--- src/rtl/cpc_ps2_pkg.sv ---
// Shared types and constants for the PS/2 keyboard front end.
// Frame states, prefix bytes and keyboard protocol reply codes.
package cpc_ps2_pkg;

    typedef enum logic [1:0] {
        IDLE   = 2'd0,
        DATA   = 2'd1,
        PARITY = 2'd2,
        STOP   = 2'd3
    } frame_state_t;

    localparam logic [7:0] PFX_EXT    = 8'hE0;
    localparam logic [7:0] PFX_BRK    = 8'hF0;
    localparam logic [7:0] PFX_PAUSE  = 8'hE1;
    localparam logic [2:0] PAUSE_SKIP = 3'd7;

    localparam logic [7:0] RPL_ACK    = 8'hFA;
    localparam logic [7:0] RPL_BAT_OK = 8'hAA;
    localparam logic [7:0] RPL_ECHO   = 8'hEE;
    localparam logic [7:0] RPL_RESEND = 8'hFE;
    localparam logic [7:0] RPL_BAT_NG = 8'hFC;
    localparam logic [7:0] RPL_OVF0   = 8'h00;
    localparam logic [7:0] RPL_OVF1   = 8'hFF;

    function automatic logic is_reply(input logic [7:0] b);
        return (b == RPL_ACK)    || (b == RPL_BAT_OK) ||
               (b == RPL_ECHO)   || (b == RPL_RESEND) ||
               (b == RPL_BAT_NG) || (b == RPL_OVF0)   ||
               (b == RPL_OVF1);
    endfunction

endpackage

--- src/rtl/ps2_line_filter.sv ---
// Synchroniser and glitch filter for one asynchronous PS/2 line.
// Produces the debounced level and a one-cycle pulse on its falling edge.
module ps2_line_filter #(
    parameter int unsigned FILTER_LEN = 8
) (
    input  logic clk,
    input  logic reset_n,
    input  logic line_i,
    output logic level_o,
    output logic fall_o
);

    localparam int CW = $clog2(FILTER_LEN + 1);

    logic          s1_q, s2_q;
    logic          level_q, level_d;
    logic          fall_q;
    logic [CW-1:0] cnt_q, cnt_d;

    // Two-flop synchroniser, idle bus level is high
    always_ff @(posedge clk or negedge reset_n) begin
        if (!reset_n) begin
            s1_q <= 1'b1;
            s2_q <= 1'b1;
        end else begin
            s1_q <= line_i;
            s2_q <= s1_q;
        end
    end

    // Level moves only after FILTER_LEN consecutive differing samples
    always_comb begin
        level_d = level_q;
        cnt_d   = '0;
        if (s2_q != level_q) begin
            if (cnt_q == CW'(FILTER_LEN - 1)) begin
                level_d = s2_q;
            end else begin
                cnt_d = cnt_q + CW'(1);
            end
        end
    end

    // Filter state and registered fall pulse
    always_ff @(posedge clk or negedge reset_n) begin
        if (!reset_n) begin
            level_q <= 1'b1;
            cnt_q   <= '0;
            fall_q  <= 1'b0;
        end else begin
            level_q <= level_d;
            cnt_q   <= cnt_d;
            fall_q  <= level_q & ~level_d;
        end
    end

    assign level_o = level_q;
    assign fall_o  = fall_q;

endmodule

--- src/rtl/ps2_key_decoder.sv ---
// PS/2 scan code set 2 receiver producing one-cycle key events.
// Handles E0/F0/E1 prefixes, drops protocol replies, aborts stalled frames.
module ps2_key_decoder
    import cpc_ps2_pkg::*;
#(
    parameter int unsigned FILTER_LEN = 8,
    parameter int unsigned TIMEOUT    = 12800
) (
    input  logic       clk,
    input  logic       reset_n,
    input  logic       ps2_clk,
    input  logic       ps2_data,
    output logic       key_strobe,
    output logic       key_pressed,
    output logic       key_extended,
    output logic [7:0] key_code,
    output logic       frame_err
);

    localparam int WW = $clog2(TIMEOUT);

    logic         clk_lvl, clk_fall, fall;
    logic         d1_q, d2_q;

    frame_state_t state_q, state_d;
    logic [2:0]   bits_q, bits_d;
    logic [7:0]   shift_q, shift_d;
    logic         par_q, par_d;
    logic [WW-1:0] wd_q, wd_d;

    logic [2:0]   skip_q, skip_d;
    logic         ext_q, ext_d;
    logic         brk_q, brk_d;
    logic         byte_ok;

    logic         stb_q, stb_d;
    logic         prs_q, prs_d;
    logic         exo_q, exo_d;
    logic [7:0]   code_q, code_d;
    logic         err_q, err_d;

    ps2_line_filter #(
        .FILTER_LEN(FILTER_LEN)
    ) u_clk_filt (
        .clk    (clk),
        .reset_n(reset_n),
        .line_i (ps2_clk),
        .level_o(clk_lvl),
        .fall_o (clk_fall)
    );

    // A fall is honoured only while the filtered clock is actually low
    assign fall = clk_fall & ~clk_lvl;

    // Bare two-flop synchroniser for the data line
    always_ff @(posedge clk or negedge reset_n) begin
        if (!reset_n) begin
            d1_q <= 1'b1;
            d2_q <= 1'b1;
        end else begin
            d1_q <= ps2_data;
            d2_q <= d1_q;
        end
    end

    // Frame FSM, watchdog, prefix tracking and event generation
    always_comb begin
        state_d = state_q;
        bits_d  = bits_q;
        shift_d = shift_q;
        par_d   = par_q;
        wd_d    = wd_q;
        skip_d  = skip_q;
        ext_d   = ext_q;
        brk_d   = brk_q;
        stb_d   = 1'b0;
        prs_d   = prs_q;
        exo_d   = exo_q;
        code_d  = code_q;
        err_d   = 1'b0;
        byte_ok = 1'b0;

        if (fall) begin
            wd_d = '0;
            unique case (state_q)
                IDLE: begin
                    if (!d2_q) begin
                        state_d = DATA;
                        bits_d  = 3'd0;
                    end
                end
                DATA: begin
                    shift_d = {d2_q, shift_q[7:1]};
                    bits_d  = bits_q + 3'd1;
                    if (bits_q == 3'd7) begin
                        state_d = PARITY;
                    end
                end
                PARITY: begin
                    par_d   = d2_q;
                    state_d = STOP;
                end
                STOP: begin
                    state_d = IDLE;
                    if (d2_q && (^{shift_q, par_q})) begin
                        byte_ok = 1'b1;
                    end else begin
                        err_d  = 1'b1;
                        skip_d = 3'd0;
                        ext_d  = 1'b0;
                        brk_d  = 1'b0;
                    end
                end
                default: state_d = IDLE;
            endcase
        end else if (state_q != IDLE) begin
            if (wd_q == WW'(TIMEOUT - 1)) begin
                state_d = IDLE;
                wd_d    = '0;
                err_d   = 1'b1;
                skip_d  = 3'd0;
                ext_d   = 1'b0;
                brk_d   = 1'b0;
            end else begin
                wd_d = wd_q + WW'(1);
            end
        end else begin
            wd_d = '0;
        end

        if (byte_ok) begin
            if (skip_q != 3'd0) begin
                skip_d = skip_q - 3'd1;
            end else if (shift_q == PFX_PAUSE) begin
                skip_d = PAUSE_SKIP;
            end else if (shift_q == PFX_EXT) begin
                ext_d = 1'b1;
            end else if (shift_q == PFX_BRK) begin
                brk_d = 1'b1;
            end else if (is_reply(shift_q) && !ext_q && !brk_q) begin
                stb_d = 1'b0;
            end else begin
                stb_d  = 1'b1;
                code_d = shift_q;
                prs_d  = ~brk_q;
                exo_d  = ext_q;
                ext_d  = 1'b0;
                brk_d  = 1'b0;
            end
        end
    end

    // State and output registers
    always_ff @(posedge clk or negedge reset_n) begin
        if (!reset_n) begin
            state_q <= IDLE;
            bits_q  <= '0;
            shift_q <= '0;
            par_q   <= 1'b0;
            wd_q    <= '0;
            skip_q  <= '0;
            ext_q   <= 1'b0;
            brk_q   <= 1'b0;
            stb_q   <= 1'b0;
            prs_q   <= 1'b0;
            exo_q   <= 1'b0;
            code_q  <= '0;
            err_q   <= 1'b0;
        end else begin
            state_q <= state_d;
            bits_q  <= bits_d;
            shift_q <= shift_d;
            par_q   <= par_d;
            wd_q    <= wd_d;
            skip_q  <= skip_d;
            ext_q   <= ext_d;
            brk_q   <= brk_d;
            stb_q   <= stb_d;
            prs_q   <= prs_d;
            exo_q   <= exo_d;
            code_q  <= code_d;
            err_q   <= err_d;
        end
    end

    assign key_strobe   = stb_q;
    assign key_pressed  = prs_q;
    assign key_extended = exo_q;
    assign key_code     = code_q;
    assign frame_err    = err_q;

endmodule

--- config.mk ---
export PLATFORM = sky130hd
export DESIGN_NAME = ps2_key_decoder
export DESIGN_NICKNAME = d
export VERILOG_FILES = /design/src/rtl/cpc_ps2_pkg.sv /design/src/rtl/ps2_line_filter.sv /design/src/rtl/ps2_key_decoder.sv
export SDC_FILE = /design/constraint.sdc
export NUM_CORES = 1
export LEC_CHECK = 0
export BUFFER_PORTS_ARGS = -buffer_cell sky130_fd_sc_hd__buf_4
export CAP_MARGIN = 40
export CORE_MARGIN = 5
export CORE_UTILIZATION = 54
export DETAILED_ROUTE_END_ITERATION = 8
export GPL_TIMING_DRIVEN = 0
export PLACE_DENSITY = 0.75
export SETUP_SLACK_MARGIN = 0.3
export SYNTH_ARGS = -nofsm -noshare
export SYNTH_HDL_FRONTEND = slang
export SYNTH_SLANG_ARGS = --single-unit
--- constraint.sdc ---
create_clock -name clk -period 2.15 [get_ports clk]
set_input_delay 0.3225 -clock clk [delete_from_list [all_inputs] [get_ports clk]]
set_output_delay 0.3225 -clock clk [all_outputs]
set_load 0.05 [all_outputs]
Word-level counts from Yosys, hierarchy flattened

Cells that the tools add are included.

Add/subtract/negate cells: 4
Equality and inequality tests: 19
Multiplexer cells: 59
Bitwise operators: 10
Reductions and logical operators: 24

Operators by type and width:

| kind                    | count |
|---|---|
| $eq A8 B8 Y1 const B    | 9 |
| $mux W14                | 3 |
| $mux W1                 | 38 |
| $mux W3                 | 9 |
| $add A14 B1 Y14 const B | 1 |
| $eq A14 B14 Y1 const B  | 1 |
| $mux W2                 | 5 |
| $reduce_xor A9 Y1       | 1 |
| $logic_not A8 Y1        | 1 |
| $mux W4                 | 2 |
| $not A1 Y1              | 8 |
| $pmux W2 S4             | 1 |
| $reduce_bool A2 Y1      | 4 |
| $logic_or A1 B1 Y1      | 6 |
| $ne A3 B3 Y1 const B    | 2 |
| $pmux W3 S2             | 1 |
| $reduce_and A6 Y1       | 1 |
| $add A4 B1 Y4 const B   | 1 |
| $eq A2 B2 Y1 const B    | 2 |
| $eq A4 B3 Y1 const B    | 1 |
| $reduce_and A2 Y1       | 2 |
| $reduce_and A4 Y1       | 1 |
| $add A3 B1 Y3 const B   | 1 |
| $eq A3 B3 Y1 const B    | 1 |
| 10 further kinds        | 14 |

Register bits after elaboration: 55
Input bits: 4
Output and inout port bits: 12
Logic and storage cells: 136

Logic depth before layout (Yosys ltp)

Gate-level depths: netlist of the first run.

Word-level depth: 15
Depth in mapped cells: 9
Gate-level depth less buffers: 8

Modules after synthesis

Synthesis of the first run repeated with hierarchy kept, for this count alone.

Cells, all modules: 229
Area total of the unflattened synthesis: 2,626.3 um^2

By module, submodules not included:

| module          | times used | cells an instance | area an instance (um^2) | seq. area each (um^2) |
|---|---|---|---|---|
| ps2_key_decoder | 1          | 208               | 2,314.7                 | 1,178.6 |
| ps2_line_filter | 1          | 21                | 311.5                   | 203.9 |

Worst setup path after synthesis of the first run

OpenSTA, ideal clock, no wires.

Path kind: reg2reg
Start: register shift_q[2]
End: register code_q[1], in the netlist key_code[1]
Setup time: 0.125 ns
Data arrival time: 2.251 ns
Data required time: 2.025 ns
Slack: -0.226 ns
Stages on the path, launching flop included: 9
Buffers on the path: 2
Clock period less this slack: 2.376 ns
Cells stage by stage: dfrtp_1 -> buf_6 -> xor2_1 -> xnor3_2 -> xor2_2 -> nor3_4 -> nor3b_4 -> buf_6 -> mux2_4

Word-level cells in the longest chain between the ends: 11
Elaborated cells between the ends (all ways): 28
Those cells by class: eq/ne: 9; mux: 3; bitwise: 4; reduce/logical: 12

Ends and longest elaborated chain:

| item                             | line                   | text |
|---|---|---|
| start, declared                  | ps2_key_decoder.sv:27  | `logic [7:0] shift_q, shift_d;` |
| start signal, assigned           | ps2_key_decoder.sv:172 | `shift_q <= shift_d;` |
| $eq A8 B8 Y1                     | cpc_ps2_pkg.sv:26      | `return (b == RPL_ACK) \|\| (b == RPL_BAT_OK) \|\|` |
| $logic_or A1 B1 Y1 (2 in a row)  | cpc_ps2_pkg.sv:26      |  |
| $logic_or A1 B1 Y1 (2 in a row)  | cpc_ps2_pkg.sv:27      | `(b == RPL_ECHO) \|\| (b == RPL_RESEND) \|\|` |
| $logic_or A1 B1 Y1 (2 in a row)  | cpc_ps2_pkg.sv:28      | `(b == RPL_BAT_NG) \|\| (b == RPL_OVF0) \|\|` |
| $logic_and A1 B1 Y1 (2 in a row) | ps2_key_decoder.sv:140 | `end else if (is_reply(shift_q) && !ext_q && !brk_q) begin` |
| $not A1 Y1 (no line)             | -                      |  |
| $reduce_and A6 Y1 (no line) *    | -                      |  |
| end signal, assigned             | ps2_key_decoder.sv:181 | `code_q <= code_d;` |
| end, declared                    | ps2_key_decoder.sv:39  | `logic [7:0] code_q, code_d;` |

Every way passes the cells marked *; elsewhere a longest branch is shown, timed or not.
A chain may end at the register's enable or synchronous reset.

Worst setup path in the final report of the first run

Start: register shift_q[4]
End: register code_q[5], in the netlist key_code[5]

The elaborated chain is that of the path after synthesis.

==> metrics.md, run 1 <==
| Metric | Value |
|---|---|
| Status | finished with violations |
| Violated checks | setup timing |
| Largest cells by area after synthesis | dfrtp_1, mux2_4, dfstp_2 |
| Post-Syn Area per Cell | 11.3 sq um |
| Die extent in y | 81.0 um |
| Min setup slack post-route | -0.164 ns |
| Hold Slack | between 0.03 and 0.04 ns |
| R2R depth | 7 |
| Fin. max-slew vios | 0 |
| Unrepaired setup endpoints after global routing | yes |
| Highest clock rate | 432 MHz |
| Critical Path Source Type | flop |
| CTS Sinks | 55 |
| Leading cell types in the layout, fill and taps excluded | dfrtp_1, buf_4, nor2_1 |
| Crit path buffers/inverters | 1 |
| First-pass GRT wire length | 9.20 mm |
| Fillers | around 340 |
| Die X | 81.0 um |
| RR Endpoint | key_code[5]$_DFFE_PN0P_ |
| Multi-input gate area | 1420 sq um |
| Antenna violations before repair | 0 |
| Largest net degree at the start of global routing | between 50 and 60 |
| Gpl congestion | just under 0.8 |
| DIE AREA | 6550 sq um |
| Pre-antenna DRT Iters | 4 |
| Pint | 0.00150 W |
| Reg2Reg Setup Slack | -0.16 ns |
| Vias in the first global route | approximately 2k |
| Period utilization | 108% |
| DRT Wirelength | 5.50 mm |
| Routed len/inst | 15.5 um |
| Total Power Consumption | 0.00190 W |
| Cell taking the most area after synthesis | dfrtp_1 |
| Power per cell area | 555 nW/um^2 |
| Crit path cell chain | xnor2_2 > xnor3_2 > xor2_4 > nor3_4 > nor3b_4 > buf_6 > mux2_4 |
| Post-synth EDFFs | 0 |
| ANT cells | 0 |
| IO Pins | 16 |
| Clock-pin slew on the worst setup and hold paths | 0.10 ns |
| Synth Register Bits | 55 |
| WS Path Type | reg2reg |
| Total CTS buffers | 5 |
| Sequential share of power | slightly below 60% |
| Row cnt | 25 |
| Area of the core | 4820 sq um |
| Max Root-Sink Buffers | 2 |
| CP Capture Type | flop |
| GRT Resource Usage Total | 18.2% |
| Post-synthesis sequential area ratio | between 50% and 60% |
| CP max stage delay | 0.50 ns |
| # hold bufs at CTS | 0 |
| Arrival time at the worst endpoint | 2.51 ns |
| VDD IR-drop max | about 490 uV |
| Final worst path period need | ~2.3 ns |
| Count of warnings emitted by yosys | 0 |
| Slew HR | 55.0% |
| CP Depth | 7 |
| Synth Flop Type | dfrtp_1 |
| Crit path required time | 2.35 ns |
| CTS tree | yes |
| Initial Util | 56.4% |
| Pleak | 1.49 nW |
| Logic pwr share | 5.0% |
| Share of cells above drive strength 1 | 37.2% |
| # DRC | 0 |
| Slowest CP cell | xnor3_2 |
| Hold Violations, Final | 0 |
| Mapped Nets | 255 |
| Count of final setup violators | 14 |
| Clk Latency, worst-skew pair | 0.30 ns |
| Util after Layout | 71.2% |
| Post-synth ARST share | 100% |
| Hold Path Class | in2async |
| Clock power share | 37.0% |
| I/O Buffers | 15 |
| NetSw | 0.000406 W |
| Global route total overflow | 0 |
| Nets | 301 |
| Max-cap violations | 0 |
| Clk_skew | 0.00797 ns |
| Share of the synthesized area in the top cell type | around 46% |
| Antenna Nets Post-Route | 0 |
| Distinct cells, synth | 46 |
| H-tree levels | 2 |
| Commonest non-fill, non-tap cell in the layout | dfrtp_1 |
| Root buffer cell | clkbuf_8 |
| FF-to-FF Start | shift_q[4]$_DFFE_PN0P_ |
| Placed wire-length estimate | 3.35 mm |
| Layout area overhead | 26.1% |
| Fin area | roughly 3400 sq um |
| Tightest Pin Transition | roughly 0.68 ns |
| DR iter-0 viols | 76 |
| Cell Area, Synth | 2720 sq um |
| Switching share of power | about a fifth |
| CP delay by family, top | XOR/XNOR gates |
| Vias per cell | between 5 and 6 |
| Worst Path Max Fanout | 5 |
| FF+latch area | 1390 sq um |
| Area post-placement | 2950 sq um |
| Vias | approximately 2.0k |
| Post-Synthesis Cells | roughly 240 |
cell families after synthesis:
logic type      Yosys count  synth area share, %
compound gates           32                 7.73
xor+xnor                 20                 7.27
fa+ha+maj                11                 4.97
buf+inv                  17                 2.90
flops                    55                 50.9
mux                      19                 9.07
simple gates             87                 17.2
area by class of cell:
class,instances,share of cell area (%)
Tap cell,67,2.45
Inverter,10,1.09
Clock buffer,6,2.41
Multi-Input combinational cell,169,41.5
Clock inverter,2,1.02
Sequential cell,55,40.5
Timing Repair Buffer,39,9.31
Buffer,7,1.72
cells in the mapped netlist (all sizes together), types with 3 or more instances:
cell type,instances
dfrtp,50
nor2,23
mux2,18
nand2,14
nand3,11
o21ai,11
ha,10
inv,10
xnor2,10
xor2,9
nor3,8
a21oi,6
nand4,6
clkbuf,5
dfstp,5
nor3b,5
nand2b,4
nor2b,4
o211ai,3
or3,3
through the flow:
step / setup TNS, ns / setup slack [ns] / std cells
3_3_place_gp: -2.73 / -0.351 / 323
2_1_floorplan: -0.984 / -0.100 / 241
5_1_grt: -3.04 / -0.247 / 355
6_report: -1.99 / -0.164 / 355
4_1_cts: -2.36 / -0.230 / 347
3_5_place_dp: -3.59 / -0.389 / 323
registers in the layout, indices dropped and copies added (netlist names), 2 cells and up:
signal / flops
u_clk_filt.cnt_q: 4
shift_q: 8
key_code: 8
state_q: 2
wd_q: 14
bits_q: 3
skip_q: 3
layer usage:
| metal | vias to the layer above | GRT usage, % | part of all wire [%] |
|---|---|---|---|
| met4 | 0 | 5.74 | 1.4 |
| met2 | 49 | 31.3 | 54 |
| li1 | 936 | - | - |
| met3 | 6 | 3.99 | 4.5 |
| met1 | 961 | 22.9 | 41 |
| met5 | - | 0 | 0 |
repair_timing:
action,in CTS,in global routing
gates resized for setup,28,23
gates cloned,1,0
pin swaps,8,10
buffers inserted,15,8
endpoints found under the setup margin,29,27
power by group through the flow:
stage	registers (W)	clock network (W)	logic, W
3_3_place_gp	0.00112	0	0.0000927
4_1_cts	0.00111	0.000719	0.0000978
2_1_floorplan	0.00112	0	0.0000608
5_1_grt	0.00111	0.000762	0.000111
3_5_place_dp	0.00112	0	0.0000972
6_report	0.00110	0.000704	0.0000948
how the worst max path moves through the flow:
stage,start,endpoint,slack [ns]
after detailed placement,state_q[0]$_DFFE_PN0P_,ext_q$_DFF_PN0_,-0.39
final,shift_q[4]$_DFFE_PN0P_,key_code[5]$_DFFE_PN0P_,-0.16
after CTS,shift_q[2]$_DFFE_PN0P_,key_code[6]$_DFFE_PN0P_,-0.23
after floorplan,shift_q[5]$_DFFE_PN0P_,key_code[1]$_DFFE_PN0P_,-0.10
after global routing,shift_q[4]$_DFFE_PN0P_,key_code[6]$_DFFE_PN0P_,-0.25
after global placement,state_q[0]$_DFFE_PN0P_,ext_q$_DFF_PN0_,-0.35
(Power assumes the default switching activity.)
==> inputs of run 2 (changes only) <==
- CORE_UTILIZATION: 54 -> 45
- HOLD_SLACK_MARGIN: not set -> 0.1
- PLACE_DENSITY: 0.75 -> not set
==> metrics.md, run 2 (same netlist as run 1, synthesis figures left out) <==
| Metric | Value |
|---|---|
| Status | finished with violations |
| Violated checks | setup timing |
| Most flops, register | wd_q |
| Max reg flops | 14 (unchanged) |
| ANT cells | 0 (unchanged) |
| Max-cap violations | 0 (unchanged) |
| IO Pins | 16 (unchanged) |
| Clock power share | 36.7% (-0.3 points) |
| Period utilization | 107% (-0.32 points) |
| Share of cells above drive strength 1 | 36.0% (-1.1 points) |
| Clk Latency, worst-skew pair | 0.31 ns (about the same) |
| Global route total overflow | 0 (unchanged) |
| Crit path required time | 2.35 ns (about the same) |
| Total CTS buffers | 5 (unchanged) |
| Hold Path Cell Cnt | 0 |
| Non-Filler Instances | 361 (+1.7%) |
| CP startpoint | shift_q[6]$_DFFE_PN0P_ |
| Largest net degree at the start of global routing | 56 (unchanged) |
| Commonest non-fill, non-tap cell in the layout | dfrtp_1 |
| Slew HR | 54.2% (-0.82 points) |
| Tightest Pin Transition | 0.688 ns (+0.0122 ns) |
| Gpl congestion | 0.773 (-1.2%) |
| Switching share of power | 22.5% (+1.2 points) |
| DR iter-0 viols | 65 (-14%) |
| Pre-antenna DRT Iters | 4 (unchanged) |
| Hold Path Class | reg2reg |
| Antenna Nets Post-Route | 0 (unchanged) |
| FF-to-FF Start | shift_q[6]$_DFFE_PN0P_ |
| Count of final setup violators | 11 (-3) |
| Root buffer cell | clkbuf_8 |
| DIE AREA | 7700 sq um (+17%) |
| Clock-pin slew on the worst setup and hold paths | 0.10 ns (about the same) |
| VDD IR-drop max | 459 uV (-6.6%) |
| Row cnt | 28 (+12%) |
| Max Root-Sink Buffers | 2 (unchanged) |
| Fillers | 505 (+51%) |
| Leading cell types in the layout, fill and taps excluded | dfrtp_1, buf_4, nor2_1 |
| Arrival time at the worst endpoint | 2.51 ns (about the same) |
| Highest clock rate | 433 MHz (+0.30%) |
| GRT Resource Usage Total | 14.8% (-3.4 points) |
| RR Endpoint | key_code[4]$_DFFE_PN0P_ |
| I/O Buffers | 15 (unchanged) |
| Hold endpoint | u_clk_filt.s2_q$_DFF_PN1_ |
| Vias | 1871 (-4.1%) |
| Nets | 299 (-0.66%) |
| Worst slack at placement | -0.439 ns (-0.0494 ns) |
| Sequential share of power | 58.2% (about the same) |
| Hold Violations, Final | 0 (unchanged) |
| Clk_skew | 0.00812 ns (+0.000155 ns) |
| Logic pwr share | 5.1% (about the same) |
| Pint | 0.00147 W (-1.8%) |
| WS Path Type | reg2reg |
| NetSw | 0.000428 W (+5.5%) |
| Die extent in y | 87.7 um (+8.4%) |
| Final worst path period need | 2.31 ns (-0.00681 ns) |
| Cells after DPL | 331 (+2.5%) |
| CTS tree | yes |
| Reg2Reg Setup Slack | -0.16 ns (about the same) |
| Min setup slack post-route | -0.158 ns (+0.00681 ns) |
| Power per cell area | 556 nW/um^2 (+0.19%) |
| CTS Sinks | 55 (unchanged) |
| Critical Path Source Type | flop |
| Die X | 87.7 um (+8.4%) |
| First-pass GRT wire length | 8.85 mm (-3.8%) |
| Unrepaired setup endpoints after global routing | yes |
| Vias per cell | 5.18 (-5.7%) |
| Initial Util | 46.2% (-10 points) |
| DRT Wirelength | 5.31 mm (-3.4%) |
| Placed wire-length estimate | 3.35 mm (about the same) |
| Layout area overhead | 25.5% |
| # DRC | 0 (unchanged) |
| Area of the core | 5890 sq um (+22%) |
| Worst Hold Launch | u_clk_filt.s1_q$_DFF_PN1_ |
| R2R depth | 7 (unchanged) |
| Pleak | 1.48 nW (-1.1%) |
| Worst Path Max Fanout | 5 (unchanged) |
| Antenna violations before repair | 0 (unchanged) |
| Vias in the first global route | 1861 (-6.7%) |
| CP Capture Type | flop |
| Fin. max-slew vios | 0 (unchanged) |
| H-tree levels | 2 (unchanged) |
| Routed len/inst | 14.7 um (-5.0%) |
==> run 2: cell count changes in the layout (fill, tap and decap cells not counted), moves of 2 or more <==
cell / change
buf_6: -4
o21ai_2: -2
nand3_1: -2
dlygate4sd3_1: +3
==> run 2: timing repair <==
action,in CTS,in global routing
gates resized for setup,23,25
pin swaps,9,11
endpoints found under the hold margin,51,1
setup endpoints to repair,29,37
hold buffers,2,1
cloned,1,0
setup buffers,10,8
==> run 2: how the worst max path moves through the flow <==
stage | endpoint | cells past startpoint
after floorplan | key_code[1]$_DFFE_PN0P_ | 7
after global placement | ext_q$_DFF_PN0_ | 9
after detailed placement | ext_q$_DFF_PN0_ | 9
after CTS | key_code[4]$_DFFE_PN0P_ | 8
after global routing | key_code[1]$_DFFE_PN0P_ | 7
final | key_code[4]$_DFFE_PN0P_ | 7
==> run 2: power by group through the flow <==
stage               registers (W)  logic [W]  clock network, W
floorplan                 0.00112  0.0000608                 0
global placement          0.00112  0.0000949                 0
detailed placement        0.00112  0.0000951                 0
CTS                       0.00111  0.0000993          0.000719
global route              0.00111   0.000115          0.000759
finish                    0.00110  0.0000969          0.000697
==> run 2: metrics by stage <==
stage	cell area, sq um	utilization, %	hold WS, ns	TNS [ns]	total power [W]
3_3_place_gp	2960	50.3	0.346	-3.06	0.00122
4_1_cts	3260	55.3	0.105	-2.77	0.00192
3_5_place_dp	2960	50.3	0.348	-3.52	0.00122
5_1_grt	3410	58.0	0.375	-2.33	0.00199
2_1_floorplan	2750	-	0.0269	-0.984	0.00118
6_report	3410	58.0	0.361	-1.57	0.00190
==> run 2: routing by layer <==
metal / track usage (%) / vias up / part of all wire [%]
met5: 0 / - / 0
met4: 6.42 / 0 / 2.4
met3: 3.29 / 11 / 3.4
met2: 24.7 / 25 / 49
met1: 18.5 / 897 / 45
li1: - / 938 / -
==> run 2: worst max-delay path, cell delays in order, from the launching register on <==
cell     delay, ns
dfrtp_2       0.46
xnor2_2       0.20
xnor3_2       0.42
xor2_4        0.18
nor3_4        0.14
nor3b_4       0.31
buf_6         0.18
mux2_4        0.30
==> run 2: layout make-up <==
| class | count | area, sq um | area share (%) |
|---|---|---|---|
| repair buffers | 37 | 297 | 8.69 |
| clock inverters | 3 | 43.8 | 1.28 |
| multi-input cells | 169 | 1430 | 41.8 |
| plain buffers | 7 | 57.6 | 1.69 |
| well taps | 75 | 93.8 | 2.75 |
| inverters | 10 | 37.5 | 1.10 |
| flip-flops and latches | 55 | 1390 | 40.7 |
| clock buffers | 5 | 68.8 | 2.02 |
==> inputs of run 3 (changes only) <==
- BUFFER_PORTS_ARGS: -buffer_cell sky130_fd_sc_hd__buf_4 -> -buffer_cell sky130_fd_sc_hd__buf_2
==> metrics.md, run 3 (same netlist as run 1, synthesis figures left out) <==
| Metric | Value |
|---|---|
| Initial Util | 46.2% (unchanged) |
| Crit path cell chain | xnor2_1 > xnor3_2 > xor2_4 > nor3_4 > nor3b_4 > buf_6 > mux2_4 |
| Pleak | 1.49 nW (+0.67%) |
| Non-Filler Instances | 365 (+1.1%) |
| VDD IR-drop max | 360 uV (-22%) |
| ANT cells | 0 (unchanged) |
| Most flops, register | wd_q |
| Clock-pin slew on the worst setup and hold paths | 0.11 ns (about the same) |
| Slew HR | 66.9% (+13 points) |
| Period utilization | 106% (-1.4 points) |
| Total CTS buffers | 5 (unchanged) |
| Arrival time at the worst endpoint | 2.48 ns (-0.03 ns) |
| DR iter-0 viols | 28 (-57%) |
| Placed wire-length estimate | 3.32 mm (-0.79%) |
| Clk_skew | 0.0148 ns (+0.00671 ns) |
| Commonest non-fill, non-tap cell in the layout | dfrtp_1 |
| Reg2Reg Setup Slack | -0.13 ns (+0.03 ns) |
| Row cnt | 28 (unchanged) |
| Count of final setup violators | 12 (+1) |
| Die extent in y | 87.7 um (unchanged) |
| Cells after DPL | 332 (+0.30%) |
| Hold endpoint | u_clk_filt.s2_q$_DFF_PN1_ |
| CTS tree | yes |
| GRT Resource Usage Total | 13.6% (-1.2 points) |
| Clk Latency, worst-skew pair | 0.31 ns (about the same) |
| Vias in the first global route | 1772 (-4.8%) |
| IO Pins | 16 (unchanged) |
| I/O Buffers | 15 (unchanged) |
| CTS Sinks | 55 (unchanged) |
| Util after Layout | 58.0% (about the same) |
| WS Path Type | reg2reg |
| Max-cap violations | 0 (unchanged) |
| Min setup slack post-route | -0.128 ns (+0.0294 ns) |
| Share of cells above drive strength 1 | 36.6% (+0.54 points) |
| Area of the core | 5890 sq um (unchanged) |
| Global route total overflow | 0 (unchanged) |
| Status | finished with violations |
| CP max stage delay | 0.49 ns (+0.03 ns) |
| Vias per cell | 5.20 (+0.33%) |
| DRT Wirelength | 5.04 mm (-5.0%) |
| Nets | 303 (+1.3%) |
| Gpl congestion | 0.761 (-1.5%) |
| Leading cell types in the layout, fill and taps excluded | dfrtp_1, nor2_1, buf_4 |
| # DRC | 0 (unchanged) |
| DIE AREA | 7700 sq um (unchanged) |
| Vias | 1898 (+1.4%) |
| Violated checks | setup timing |
| Tightest Pin Transition | 0.497 ns (-0.191 ns) |
| CP Capture Type | flop |
| Root buffer cell | clkbuf_8 |
| Layout area overhead | 25.6% (about the same) |
| Die X | 87.7 um (unchanged) |
| Crit path required time | 2.36 ns (about the same) |
| R2R depth | 7 (unchanged) |
| Max Root-Sink Buffers | 2 (unchanged) |
| Pre-antenna DRT Iters | 4 (unchanged) |
| RR Endpoint | key_code[4]$_DFFE_PN0P_ |
| Highest clock rate | 439 MHz (+1.3%) |
| Hold Violations, Final | 0 (unchanged) |
| Routed len/inst | 13.8 um (-6.0%) |
| Hold Path Cell Cnt | 0 (unchanged) |
| Hold Path Class | reg2reg |
| Fin area | 3410 sq um (about the same) |
| Antenna violations before repair | 0 (unchanged) |
| Final worst path period need | 2.28 ns (-0.0294 ns) |
| Power per cell area | 526 nW/um^2 (-5.3%) |
| Hold Slack | 0.360 ns (-0.000750 ns) |
| Unrepaired setup endpoints after global routing | yes |
| Max reg flops | 14 (unchanged) |
| Worst Hold Launch | u_clk_filt.s1_q$_DFF_PN1_ |
| FF-to-FF Start | shift_q[5]$_DFFE_PN0P_ |
| Largest net degree at the start of global routing | 35 (-38%) |
| Area post-placement | 2940 sq um (-0.59%) |
| Slowest CP cell | xnor3_2 |
| H-tree levels | 2 (unchanged) |
| Worst Path Max Fanout | 5 (unchanged) |
| Fin. max-slew vios | 0 (unchanged) |
| Critical Path Source Type | flop |
| First-pass GRT wire length | 8.31 mm (-6.1%) |
| Antenna Nets Post-Route | 0 (unchanged) |
-- run 3: routing by layer --
| metal | GRT usage [%] | part of all wire, % | wire length, um | up-vias |
|---|---|---|---|---|
| li1 | - | - | - | 944 |
| met4 | 4.18 | 1.7 | 85 | 0 |
| met5 | 0 | 0 | 0 | - |
| met3 | 2.82 | 3.0 | 151 | 8 |
| met1 | 17.8 | 47 | 2390 | 926 |
| met2 | 22.7 | 48 | 2410 | 20 |
-- run 3: critical path: cells and delay by family (launching register included) --
kind | cells | cell delay [ns]
XOR/XNOR | 3 | 0.81
buffers and inverters | 1 | 0.18
flip-flops | 1 | 0.44
multiplexers | 1 | 0.30
AND/OR/NAND/NOR | 2 | 0.43
-- run 3: final cells by class --
type	count	area, sq um
plain buffers	7	58.8
clock inverters	3	25.0
multi-input cells	169	1430
clock buffers	5	68.8
inverters	10	37.5
fillers	487	2470
flip-flops and latches	55	1390
repair buffers	41	313
well taps	75	93.8
-- run 3: what timing repair did --
action,4_1_cts,5_1_grt
buffers inserted,9,12
resized for setup,21,29
hold endpoints to repair,18,0
setup endpoints to repair,29,37
hold buffers,3,0
cloned,1,0
pin swaps,5,9
-- run 3: how the worst max path moves through the flow --
stage	from	endpoint	slack, ns	depth (start not counted)
after CTS	shift_q[2]$_DFFE_PN0P_	key_code[4]$_DFFE_PN0P_	-0.28	8
after floorplan	shift_q[5]$_DFFE_PN0P_	key_code[1]$_DFFE_PN0P_	-0.10	7
after global placement	state_q[0]$_DFFE_PN0P_	ext_q$_DFF_PN0_	-0.37	9
final	shift_q[5]$_DFFE_PN0P_	key_code[4]$_DFFE_PN0P_	-0.13	7
after detailed placement	state_q[0]$_DFFE_PN0P_	ext_q$_DFF_PN0_	-0.37	9
after global routing	shift_q[5]$_DFFE_PN0P_	key_code[4]$_DFFE_PN0P_	-0.21	7
-- run 3: power by group --
group / internal (W) / switching (W) / leakage [nW] / total [W]
Sequential: 0.00108 / 0.0000285 / 0.744 / 0.00111
Combinational: 0.0000486 / 0.0000530 / 0.700 / 0.000102
Clock: 0.000234 / 0.000357 / 0.0443 / 0.000591
-- run 3: metrics by stage --
| step | total power [W] | setup slack, ns | setup TNS, ns |
|---|---|---|---|
| 6_report | 0.00180 | -0.128 | -1.22 |
| 3_3_place_gp | 0.00122 | -0.367 | -3.07 |
| 5_1_grt | 0.00188 | -0.212 | -2.25 |
| 2_1_floorplan | 0.00118 | -0.100 | -0.984 |
| 4_1_cts | 0.00182 | -0.280 | -2.79 |
| 3_5_place_dp | 0.00122 | -0.366 | -3.03 |
